<file path="config.mk">
export PLATFORM = sky130hd
export DESIGN_NAME = sync_fifo_ctrl
export DESIGN_NICKNAME = d
export VERILOG_FILES = /design/src/rtl/sync_fifo_ctrl_pkg.sv /design/src/rtl/sync_fifo_ctrl.sv
export SDC_FILE = /design/constraint.sdc
export NUM_CORES = 1
export LEC_CHECK = 0
export CELL_PAD_IN_SITES_DETAIL_PLACEMENT = 2
export CELL_PAD_IN_SITES_GLOBAL_PLACEMENT = 2
export CORE_ASPECT_RATIO = 1.2
export CORE_UTILIZATION = 24
export CTS_BUF_LIST = sky130_fd_sc_hd__clkbuf_8
export DETAILED_ROUTE_END_ITERATION = 10
export GPL_TIMING_DRIVEN = 0
export PLACE_DENSITY = 0.82
export SLEW_MARGIN = 20
export SYNTH_ARGS = -nofsm -noshare
export SYNTH_HDL_FRONTEND = slang
export SYNTH_SLANG_ARGS = --single-unit
export TNS_END_PERCENT = 30
</file>
<file path="constraint.sdc">
create_clock -name clock -period 2.9 [get_ports clock]
set_input_delay 0.58 -clock clock [delete_from_list [all_inputs] [get_ports clock]]
set_output_delay 0.58 -clock clock [all_outputs]
set_load 0.05 [all_outputs]
</file>
<file path="src/rtl/sync_fifo_ctrl_pkg.sv">
// ============================================================================
// sync_fifo_ctrl_pkg
// Shared types for the sync_mem FIFO pointer/handshake controller.
// Revision: 1.0
// ============================================================================
`default_nettype none

package sync_fifo_ctrl_pkg;

  // {push_fire, pop_fire} decoded into the per-cycle occupancy operation.
  typedef enum logic [1:0] {
    OP_IDLE = 2'b00,
    OP_POP  = 2'b01,
    OP_PUSH = 2'b10,
    OP_BOTH = 2'b11
  } fifo_op_e;

endpackage

`default_nettype wire

</file>
<file path="src/rtl/sync_fifo_ctrl.sv">
// ============================================================================
// sync_fifo_ctrl
// Pointer, count and valid-flag controller that runs a 2-port sync_mem as a FIFO.
// Revision: 1.0
// ============================================================================
`default_nettype none

module sync_fifo_ctrl
  import sync_fifo_ctrl_pkg::*;
#(
  parameter int DEPTH = 4,
  parameter int WIDTH = 4
) (
  input  logic             clock,
  input  logic             reset,
  input  logic             in_valid,
  output logic             in_ready,
  input  logic [WIDTH-1:0] in_data,
  output logic             out_valid,
  input  logic             out_ready,
  output logic [WIDTH-1:0] out_data,
  output logic             mem_writeEnable0,
  output logic [WIDTH-1:0] mem_writeData0,
  output logic [DEPTH-1:0] mem_address0,
  output logic             mem_writeEnable1,
  output logic [WIDTH-1:0] mem_writeData1,
  output logic [DEPTH-1:0] mem_address1,
  input  logic [WIDTH-1:0] mem_readData1,
  output logic [DEPTH:0]   count,
  output logic             full,
  output logic             empty
);

  localparam int CAPACITY = 2 ** DEPTH;
  localparam logic [DEPTH:0] c_capacity = (DEPTH + 1)'(CAPACITY);

  logic [DEPTH-1:0] r_wr_ptr;
  logic [DEPTH-1:0] r_rd_ptr;
  logic [DEPTH:0]   r_count;
  logic             r_full;
  logic             r_empty;
  logic             r_out_valid;

  logic             w_push_fire;
  logic             w_pop_fire;
  logic [DEPTH-1:0] w_rd_ptr_next;
  logic [DEPTH:0]   w_count_next;
  logic             w_out_valid_next;
  fifo_op_e         w_op;

  assign w_push_fire   = in_valid && !r_full;
  assign w_pop_fire    = r_out_valid && out_ready;
  assign w_rd_ptr_next = r_rd_ptr + DEPTH'(w_pop_fire);
  assign w_op          = fifo_op_e'({w_push_fire, w_pop_fire});

  always_comb begin
    w_count_next = r_count;
    case (w_op)
      OP_PUSH: w_count_next = r_count + (DEPTH + 1)'(1);
      OP_POP:  w_count_next = r_count - (DEPTH + 1)'(1);
      default: w_count_next = r_count;
    endcase
  end

  // sync_mem returns old data when the head slot is written at the same edge
  // it is read, so hold off valid for one cycle and re-read it afterwards.
  assign w_out_valid_next = (w_count_next != '0) &&
                            !(w_push_fire && (w_rd_ptr_next == r_wr_ptr));

  always_ff @(posedge clock) begin
    if (reset) begin
      r_wr_ptr    <= '0;
      r_rd_ptr    <= '0;
      r_count     <= '0;
      r_full      <= 1'b0;
      r_empty     <= 1'b1;
      r_out_valid <= 1'b0;
    end else begin
      if (w_push_fire) begin
        r_wr_ptr <= r_wr_ptr + DEPTH'(1);
      end
      r_rd_ptr    <= w_rd_ptr_next;
      r_count     <= w_count_next;
      r_full      <= (w_count_next == c_capacity);
      r_empty     <= (w_count_next == '0);
      r_out_valid <= w_out_valid_next;
    end
  end

  assign in_ready         = !r_full;
  assign out_valid        = r_out_valid;
  assign out_data         = mem_readData1;
  assign count            = r_count;
  assign full             = r_full;
  assign empty            = r_empty;

  assign mem_writeEnable0 = w_push_fire;
  assign mem_address0     = r_wr_ptr;
  assign mem_writeData0   = in_data;

  // Port 1 addresses the next head so readData1 is already current after a pop.
  assign mem_writeEnable1 = 1'b0;
  assign mem_writeData1   = '0;
  assign mem_address1     = w_rd_ptr_next;

endmodule

`default_nettype wire

</file>
Yosys cells after proc, flatten, opt, wreduce, memory -nomap -nowiden
Index checks and enable logic that the tools add are counted.
{ "totals": {"regBits": 16, "inputBits": 12, "output_inout_bits": 31} }
{ "classes": {"add_sub_neg": 4, "n_eq_ne": 4, "mux": 1, "n_reduce_logical": 8} }
{ "op_table": {"columns": ["cell", "count"], "rows": [
  ["$pmux 5 s2", 1],
  ["$add 5x1->5 const B", 1],
  ["$eq 5x5->1 const B", 1],
  ["$logic_not 5->1", 1],
  ["$reduce_bool 5->1", 1],
  ["$sub 5x1->5 const B", 1],
  ["$add 4x1->4", 1],
  ["$add 4x1->4 const B", 1],
  ["$eq 4x4->1", 1],
  ["$logic_and 1x1->1", 4],
  ["$eq 2x1->1 const B", 1],
  ["$eq 2x2->1 const B", 1],
  ["$logic_not 1->1", 2]
]} }

Depth between registers and ports, before layout
Gate-level depths: netlist of the first run.
{ "logic_depth": {"depth_word": 6, "ltp_mapped": 11} }

Worst setup path before layout of the first run
OpenSTA, ideal clock, no wires.
{ "synth_path": {"path_type": "input -> register", "start": "input in_valid", "end": "register r_full, in the netlist full", "setup_ns": 0.090, "arrival_time_ns": 3.032, "path_slack_ns": -0.222, "stages": 11, "n_path_buf": 1, "cell_sequence": "nor2b_1 -> clkbuf_1 -> inv_1 -> ha_1 -> xor2_1 -> ha_1 -> a21oi_2 -> mux2i_1 -> xor2_1 -> and2b_1 -> nor4bb_2"} }
{ "synth_between": {"elab_chain_cells": 4, "elab_cells_between_ends": 5, "cone_classes": "3 x eq/ne; 1 x mux; 1 x reduce/logical"} }
{ "synth_lines": {"columns": ["item", "line", "rtl"], "rows": [
  ["from (decl)", "sync_fifo_ctrl.sv:16", "input logic in_valid,"],
  ["$logic_and 1x1->1 *", "sync_fifo_ctrl.sv:51", "assign w_push_fire = in_valid && !r_full;"],
  ["net mem_writeEnable0", "sync_fifo_ctrl.sv:22", "output logic mem_writeEnable0,"],
  ["$eq 2x1->1 or $eq 2x2->1 (tied branches)", "sync_fifo_ctrl.sv:58", "case (w_op)"],
  ["$pmux 5 s2 *", "sync_fifo_ctrl.sv:58", null],
  ["$eq 5x5->1 *", "sync_fifo_ctrl.sv:84", "r_full <= (w_count_next == c_capacity);"],
  ["to (signal assigned)", "sync_fifo_ctrl.sv:84", null],
  ["to (decl)", "sync_fifo_ctrl.sv:40", "logic r_full;"]
]} }
The timed path passes the listed nets; every way through them passes the cells marked *.
A chain may end at the register's enable or synchronous reset.

Final worst setup path of the first run
{ "layout_path": {"start": "input in_valid", "end": "register r_out_valid, in the netlist out_valid"} }
{ "layout_between": {"elab_chain_cells": 5, "elab_cells_between_ends": 8, "cone_classes": "2 x eq/ne; 1 x mux; 5 x reduce/logical"} }
{ "layout_lines": {"columns": ["item", "line", "rtl"], "rows": [
  ["$logic_and 1x1->1 *", "sync_fifo_ctrl.sv:51", null],
  ["$eq 2x1->1 or $eq 2x2->1 (tied branches)", "sync_fifo_ctrl.sv:58", null],
  ["$pmux 5 s2", "sync_fifo_ctrl.sv:58", null],
  ["$reduce_bool 5->1", "sync_fifo_ctrl.sv:67", "assign w_out_valid_next = (w_count_next != '0) &&"],
  ["$logic_and 1x1->1 *", "sync_fifo_ctrl.sv:67", null],
  ["to (signal assigned)", "sync_fifo_ctrl.sv:86", "r_out_valid <= w_out_valid_next;"],
  ["to (decl)", "sync_fifo_ctrl.sv:42", "logic r_out_valid;"]
]} }
Every way passes the cells marked *; elsewhere a longest branch is shown, timed or not.

==> run metrics, run 1 <==
final wirelength 2.781 mm; Yosys top cell by area dfxtp_1; CTS root buf clkbuf_8; Max Cap Viol 0; DRC 0; TritonCTS clock tree built; Hold Fails Final Rpt 0; met2 usage 25.68%; Die ar. 0.004278 mm2; Clock transition at path regs 0.06 ns; HP Class reg -> reg; CTS max path bufs 2; CP required 3.01 ns; max incr delay on CP 0.47 ns; Placeable Area 0.003724 mm2; Yosys reg bits 16; Critical Path AT 2.87 ns; Vias per Instance 4.265; endpoint class of the critical path register; startpoint types primary input; largest cells by area after synthesis dfxtp_1 33%, buf_4 11%, ha_1 7.8%, xor2_1 6.4%, nor2_1 6.2%; synthesized area 964.7 um2; clk sinks 16; post-synthesis compound-gate area fraction 9.728%; XOR/XNOR Fraction of Synth Area 13.49%; Synth Instances 106; number of synthesized flops with an enable pin 0; Worst-Margin Slew 0.5191 ns; Final Total Pwr 0.001042 W; CP max-delay cell clkdlybuf4s50_1; worst hold margin 0.5987 ns; Initial Util 25.91%; die width 59.88 um; Synth Area in Simple Gates 17.90%; clk_lat worst skew 0.25 ns; CTS H-tree lvls 1; Synth Area in Adders 7.782%; routability congestion estimate 0.7458; post-synth top area share 33.20%; Die Y 71.45 um; largest net degree at the start of global routing 11; post-synthesis mux area share 3.113%; CP Buf/Inv Count 3; critical path peak fanout 7; post-route ant nets 0; Crit Path Class in -> reg; Num CTS Buffers 3; drt pass-1 iters 3; Max IR drop VDD 320.0 uV; Post-CTS Hold Buffers 0; Max Clk Rate 361.2 MHz; Yosys warning count 0; DR iter-0 viols 8; GRT met3 Usage 0.7220%; grt met1 use 16.87%; Slew Viols, Final 0; Layout area overhead 49.55%; Netlist cell types 33; FP Rows 24; Lkg Pwr 0.6388 nW; initial antenna violation count 0; via count of the first global-routing pass 934; dominant delay contributor by cell family on the critical path buffers and inverters; Tcrit/Tclk final 95.46%; syn_area_per_cell 9.101 um2; ys async rst share 0%; global-route wire length before repair 4.560 mm; Main synth FF type dfxtp_1; layout cells sized above 1 25.69%; clock skew 0.002753 ns; DR vias 836; sequential fraction of the synthesis area 33.20%; n_diodes 0; status completed; Final min period 2.768 ns; critical path cell sequence clkdlybuf4s50_1 > nor2b_4 > buf_8 > inv_4 > ha_4 > xor2_1 > ha_2 > nor2_1 > o21a_1 > o211ai_2 > xor2_2 > a311oi_2; # setup viols final 0; largest family of logic cells by synthesized area simple AND/OR/NAND/NOR gates; global route overflow 0; Finished Core Util 38.74%; Avg WL per Cell 14.19 um; P per Cell Area 722.4 mW/mm2; gr usage total 13.99%; gr busiest metal met2; num ports 43; max_slew headroom 65.28%; port bufs 29; final setup TNS 0 ns; # nets final 164
-- cells in the mapped netlist (2+ instances only) --
| library cell | instances |
|---|---|
| nor2_1 | 16 |
| nand3_1 | 3 |
| buf_4 | 14 |
| o21ai_0 | 3 |
| nand2b_1 | 2 |
| xnor2_1 | 6 |
| a21oi_1 | 2 |
| clkbuf_1 | 2 |
| mux2i_1 | 3 |
| dfxtp_1 | 16 |
| xor2_1 | 7 |
| nor2b_1 | 3 |
| ha_1 | 6 |
| inv_1 | 4 |
-- worst reg2reg max path, cell delays in order (launching register included) --
cell	delay, ns
dfxtp_1	0.35
nor2b_4	0.13
buf_8	0.14
inv_4	0.05
ha_4	0.17
xor2_1	0.17
ha_2	0.23
nor2_1	0.07
o21a_1	0.18
o211ai_2	0.20
xor2_2	0.31
a311oi_2	0.15
-- metal layers --
metal  part of all wire [%]  up-vias
li1                       -      403
met3                    3.8        5
met5                      0        -
met1                     41      400
met4                    1.4        0
met2                     53       28
-- cell families (layout without fill, tap and decap cells) --
kind of cell / Yosys count / after routing
compound gates: 13 / 13
xor+xnor: 14 / 14
fa+ha+maj: 6 / 6
buf+inv: 21 / 55
flops: 16 / 16
mux: 3 / 3
other cells: 1 / 5
simple gates: 32 / 32
-- power breakdown --
part / internal, W / total, W / switching (W)
combinational: 0.000222 / 0.000578 / 0.000356
sequential: 0.000258 / 0.000296 / 0.0000379
clock: 0.0000922 / 0.000168 / 0.0000763
total: 0.000572 / 0.00104 / 0.000470
-- final cells by class --
class / instances / area [um2]
inverter: 4 / 17.52
multi-input combinational: 73 / 574.3
tap: 52 / 65.06
buffer: 17 / 135.1
fill: 440 / 2281
timing repair buffer: 31 / 289.0
clock buffer: 3 / 41.29
sequential: 16 / 320.3
-- sequential cells by signal, summed over array words and instances, names as in the netlist --
name,flops
mem_address0,4
empty,1
full,1
count,5
out_valid,1
r_rd_ptr,4
-- metrics by stage --
| stage | setup slack, ns | instances | cell area [um2] |
|---|---|---|---|
| 3_3_place_gp | -0.3842 | 191 | 1336 |
| 5_1_grt | -0.003646 | 196 | 1443 |
| 2_1_floorplan | 0.1005 | 110 | 980.9 |
| 4_1_cts | -0.07720 | 194 | 1424 |
| 3_5_place_dp | -0.5668 | 191 | 1336 |
| 6_report | 0.1318 | 196 | 1443 |
-- cell usage in the layout, fill, tap and decap left out, types with 3 or more instances in the layout --
cell type and count:
clkdlybuf4s50_1 25, buf_4 16, nor2_1 16, dfxtp_1 16, xor2_1 6, xnor2_1 5, conb_1 5, ha_1 4
nand3_1 3, inv_1 3, o21ai_0 3, mux2i_1 3, clkbuf_8 3
-- path summary, 6_finish.rpt --
check                                                   from                           end  slack, ns  depth (start not counted)
worst min register to register  mem_address0[1]$_SDFFE_PP0P_  mem_address0[1]$_SDFFE_PP0P_       0.60                          2
worst max register to register               full$_SDFF_PP0_          out_valid$_SDFF_PP0_       0.60                         11
worst max-delay path                                in_valid          out_valid$_SDFF_PP0_       0.13                         12
worst min-delay path            mem_address0[1]$_SDFFE_PP0P_  mem_address0[1]$_SDFFE_PP0P_       0.60                          2
-- repair_timing --
action                                  4_1_cts  5_1_grt
hold endpoints to repair                      0        0
resized for setup                            16       13
buffers inserted                              0        2
pin swaps                                     0        2
endpoints found under the setup margin        8        7
Note: power is estimated with default switching activity, not from simulation.
==> inputs of run 2 (changes only) <==
--- a/config.mk
+++ b/config.mk
@@ -5,14 +5,14 @@
 export SDC_FILE = /design/constraint.sdc
 export NUM_CORES = 1
 export LEC_CHECK = 0
-export CELL_PAD_IN_SITES_DETAIL_PLACEMENT = 2
-export CELL_PAD_IN_SITES_GLOBAL_PLACEMENT = 2
+export CELL_PAD_IN_SITES_DETAIL_PLACEMENT = 0
+export CELL_PAD_IN_SITES_GLOBAL_PLACEMENT = 1
 export CORE_ASPECT_RATIO = 1.2
-export CORE_UTILIZATION = 24
+export CORE_UTILIZATION = 31
 export CTS_BUF_LIST = sky130_fd_sc_hd__clkbuf_8
 export DETAILED_ROUTE_END_ITERATION = 10
 export GPL_TIMING_DRIVEN = 0
-export PLACE_DENSITY = 0.82
+export PLACE_DENSITY = 0.83
 export SLEW_MARGIN = 20
 export SYNTH_ARGS = -nofsm -noshare
 export SYNTH_HDL_FRONTEND = slang
==> run 2 against run 1 <==
- die area is 22% lower
- setup slack worse by 0.11 ns
- global-route usage is 1.6 points lower
- sequential share of layout area is 0.25 points higher
- critical endpoint is now mem_address1[3]
- final cell count is 8.2% lower
- highest routed layer unchanged
- clock skew is 0.0014 ns higher
==> run metrics, run 2 (synthesis gave the netlist of run 1 again) <==
status completed (unchanged); drt pass-1 iters 4 (was 3); Avg WL per Cell 10.47 um (was 14.19 um); Critical path destination mem_address1[3] (was out_valid$_SDFF_PP0_); Final min period 2.883 ns (was 2.768 ns); Initial Util 33.68% (was 25.91%); global-route wire length before repair 3.084 mm (was 4.560 mm); post-route ant nets 0 (unchanged); global route overflow 0 (unchanged); n_diodes 0 (unchanged); DR iter-0 viols 9 (was 8); most common cell after layout, fill and taps aside clkdlybuf4s50_1 (unchanged); CTS H-tree lvls 1 (unchanged); critical path peak fanout 3 (was 7); Max Cap Viol 0 (unchanged); endpoint class of the critical path primary output (was register); Lkg Pwr 0.6579 nW (was 0.6388 nW); Die Y 63.11 um (was 71.45 um); # setup viols final 0 (unchanged); critical path startpoint out_ready (was in_valid); max_slew headroom 66.03% (was 65.28%); initial antenna violation count 0 (unchanged); via count of the first global-routing pass 719 (was 934); # nets final 165 (was 164); clock skew 0.004126 ns (was 0.002753 ns); placed inst area 0.001314 mm2 (was 0.001336 mm2); HP Class reg -> reg (unchanged); Worst-Margin Slew 0.5080 ns (was 0.5191 ns); DR vias 807 (was 836); Reg-to-Reg Start full$_SDFF_PP0_ (unchanged); num ports 43 (unchanged); Post-CTS Hold Buffers 0 (unchanged); Finished Core Util 49.80% (was 38.74%); post-route cell area 0.001426 mm2 (was 0.001443 mm2); Layout area overhead 47.86% (was 49.55%); clk_lat worst skew 0.25 ns (about the same); Final WS setup 0.01735 ns (was 0.1318 ns); layout cells sized above 1 21.92% (was 25.69%); die width 52.93 um (was 59.88 um); Max Clk Rate 346.9 MHz (was 361.2 MHz); Largest register FFs 5 (unchanged); Clock transition at path regs 0.06 ns (about the same); CTS max path bufs 2 (unchanged); Die ar. 0.003340 mm2 (was 0.004278 mm2); gr usage total 12.43% (was 13.99%); P per Cell Area 729.0 mW/mm2 (was 722.4 mW/mm2); Critical Path AT 2.30 ns (was 2.87 ns); CP required 2.32 ns (was 3.01 ns); Slew Viols, Final 0 (unchanged); Vias per Instance 4.483 (was 4.265); Register-to-Register Path Depth 11 (unchanged); dpl hpwl 1.445 mm; Hold Fails Final Rpt 0 (unchanged); DRC 0 (unchanged); startpoint types primary input (unchanged); clk sinks 16 (unchanged); FP Rows 21 (was 24); Crit Path Class in -> out (was in -> reg); Reg2Reg Capture Point full$_SDFF_PP0_ (was out_valid$_SDFF_PP0_); Tcrit/Tclk final 99.40% (was 95.46%); CTS root buf clkbuf_8 (unchanged); Placeable Area 0.002864 mm2 (was 0.003724 mm2); port bufs 29 (unchanged); Place WS -0.3812 ns (was -0.5668 ns); largest net degree at the start of global routing 11 (unchanged); TritonCTS clock tree built (unchanged); reg2reg setup slack 0.59 ns (was 0.60 ns); Num CTS Buffers 3 (unchanged); Max IR drop VDD 460.1 uV (was 320.0 uV); commonest non-fill, non-tap cells in the layout 25 x clkdlybuf4s50_1, 17 x buf_4, 16 x nor2_1, 16 x dfxtp_1, 7 x xor2_1 (was 25 x clkdlybuf4s50_1, 16 x buf_4, 16 x nor2_1, 16 x dfxtp_1, 6 x xor2_1); routability congestion estimate 0.6482 (was 0.7458); final wirelength 1.884 mm (was 2.781 mm); setup repair after global routing missed its margin yes
-- run 2: worst min path at each step --
stage	to	slack, ns	depth (start not counted)	start
2_1_floorplan	r_rd_ptr[3]$_SDFF_PP0_	0.50	2	r_rd_ptr[3]$_SDFF_PP0_
3_3_place_gp	r_rd_ptr[3]$_SDFF_PP0_	0.52	2	r_rd_ptr[3]$_SDFF_PP0_
3_5_place_dp	r_rd_ptr[3]$_SDFF_PP0_	0.53	2	r_rd_ptr[3]$_SDFF_PP0_
4_1_cts	r_rd_ptr[3]$_SDFF_PP0_	0.55	2	r_rd_ptr[3]$_SDFF_PP0_
5_1_grt	r_rd_ptr[3]$_SDFF_PP0_	0.58	2	r_rd_ptr[3]$_SDFF_PP0_
6_report	r_rd_ptr[3]$_SDFF_PP0_	0.54	2	r_rd_ptr[3]$_SDFF_PP0_
-- run 2: cell type report --
type	instances	area, um2
Fill cell	277	1438
Timing Repair Buffer	32	307.8
Inverter	4	15.01
Buffer	17	133.9
Clock buffer	4	55.05
Sequential cell	16	320.3
Multi-Input combinational cell	73	551.8
Tap cell	34	42.54
-- run 2: critical path, stage by stage --
cell             delay [ns]
clkdlybuf4s50_1        0.45
and2_1                 0.22
ha_1                   0.20
nand3_1                0.10
xor2_1                 0.18
inv_1                  0.06
dlygate4sd2_1          0.51
-- run 2: per-stage QoR --
stage / std cells / hold slack [ns] / power (W) / setup TNS [ns]
after CTS: 177 / 0.5477 / 0.001026 / -0.0003453
after global placement: 173 / 0.5215 / 0.0008220 / -1.692
after floorplan: 110 / 0.5018 / 0.0006948 / 0
final: 180 / 0.5412 / 0.001040 / 0
after global routing: 180 / 0.5840 / 0.001095 / -0.07621
after detailed placement: 173 / 0.5303 / 0.0008293 / -1.747
-- run 2: per-layer routing --
metal  vias to the layer above  wire length [um]  GRT usage (%)
met2                        29               942          20.89
li1                        409                 -              -
met5                         -                 0              0
met3                         4               117          2.657
met1                       365               784          13.97
met4                         0                40          6.908
-- run 2: timing repair --
item | CTS | global route
buffers inserted | 0 | 3
endpoints found under the setup margin | 6 | 6
pin swaps | 0 | 0
endpoints found under the hold margin | 0 | 0
gates resized for setup | 8 | 5
-- run 2: power breakdown --
part / internal [W] / switching [W]
Sequential: 0.000258 / 0.0000348
Combinational: 0.000223 / 0.000331
Clock: 0.000120 / 0.0000720
Total: 0.000602 / 0.000438
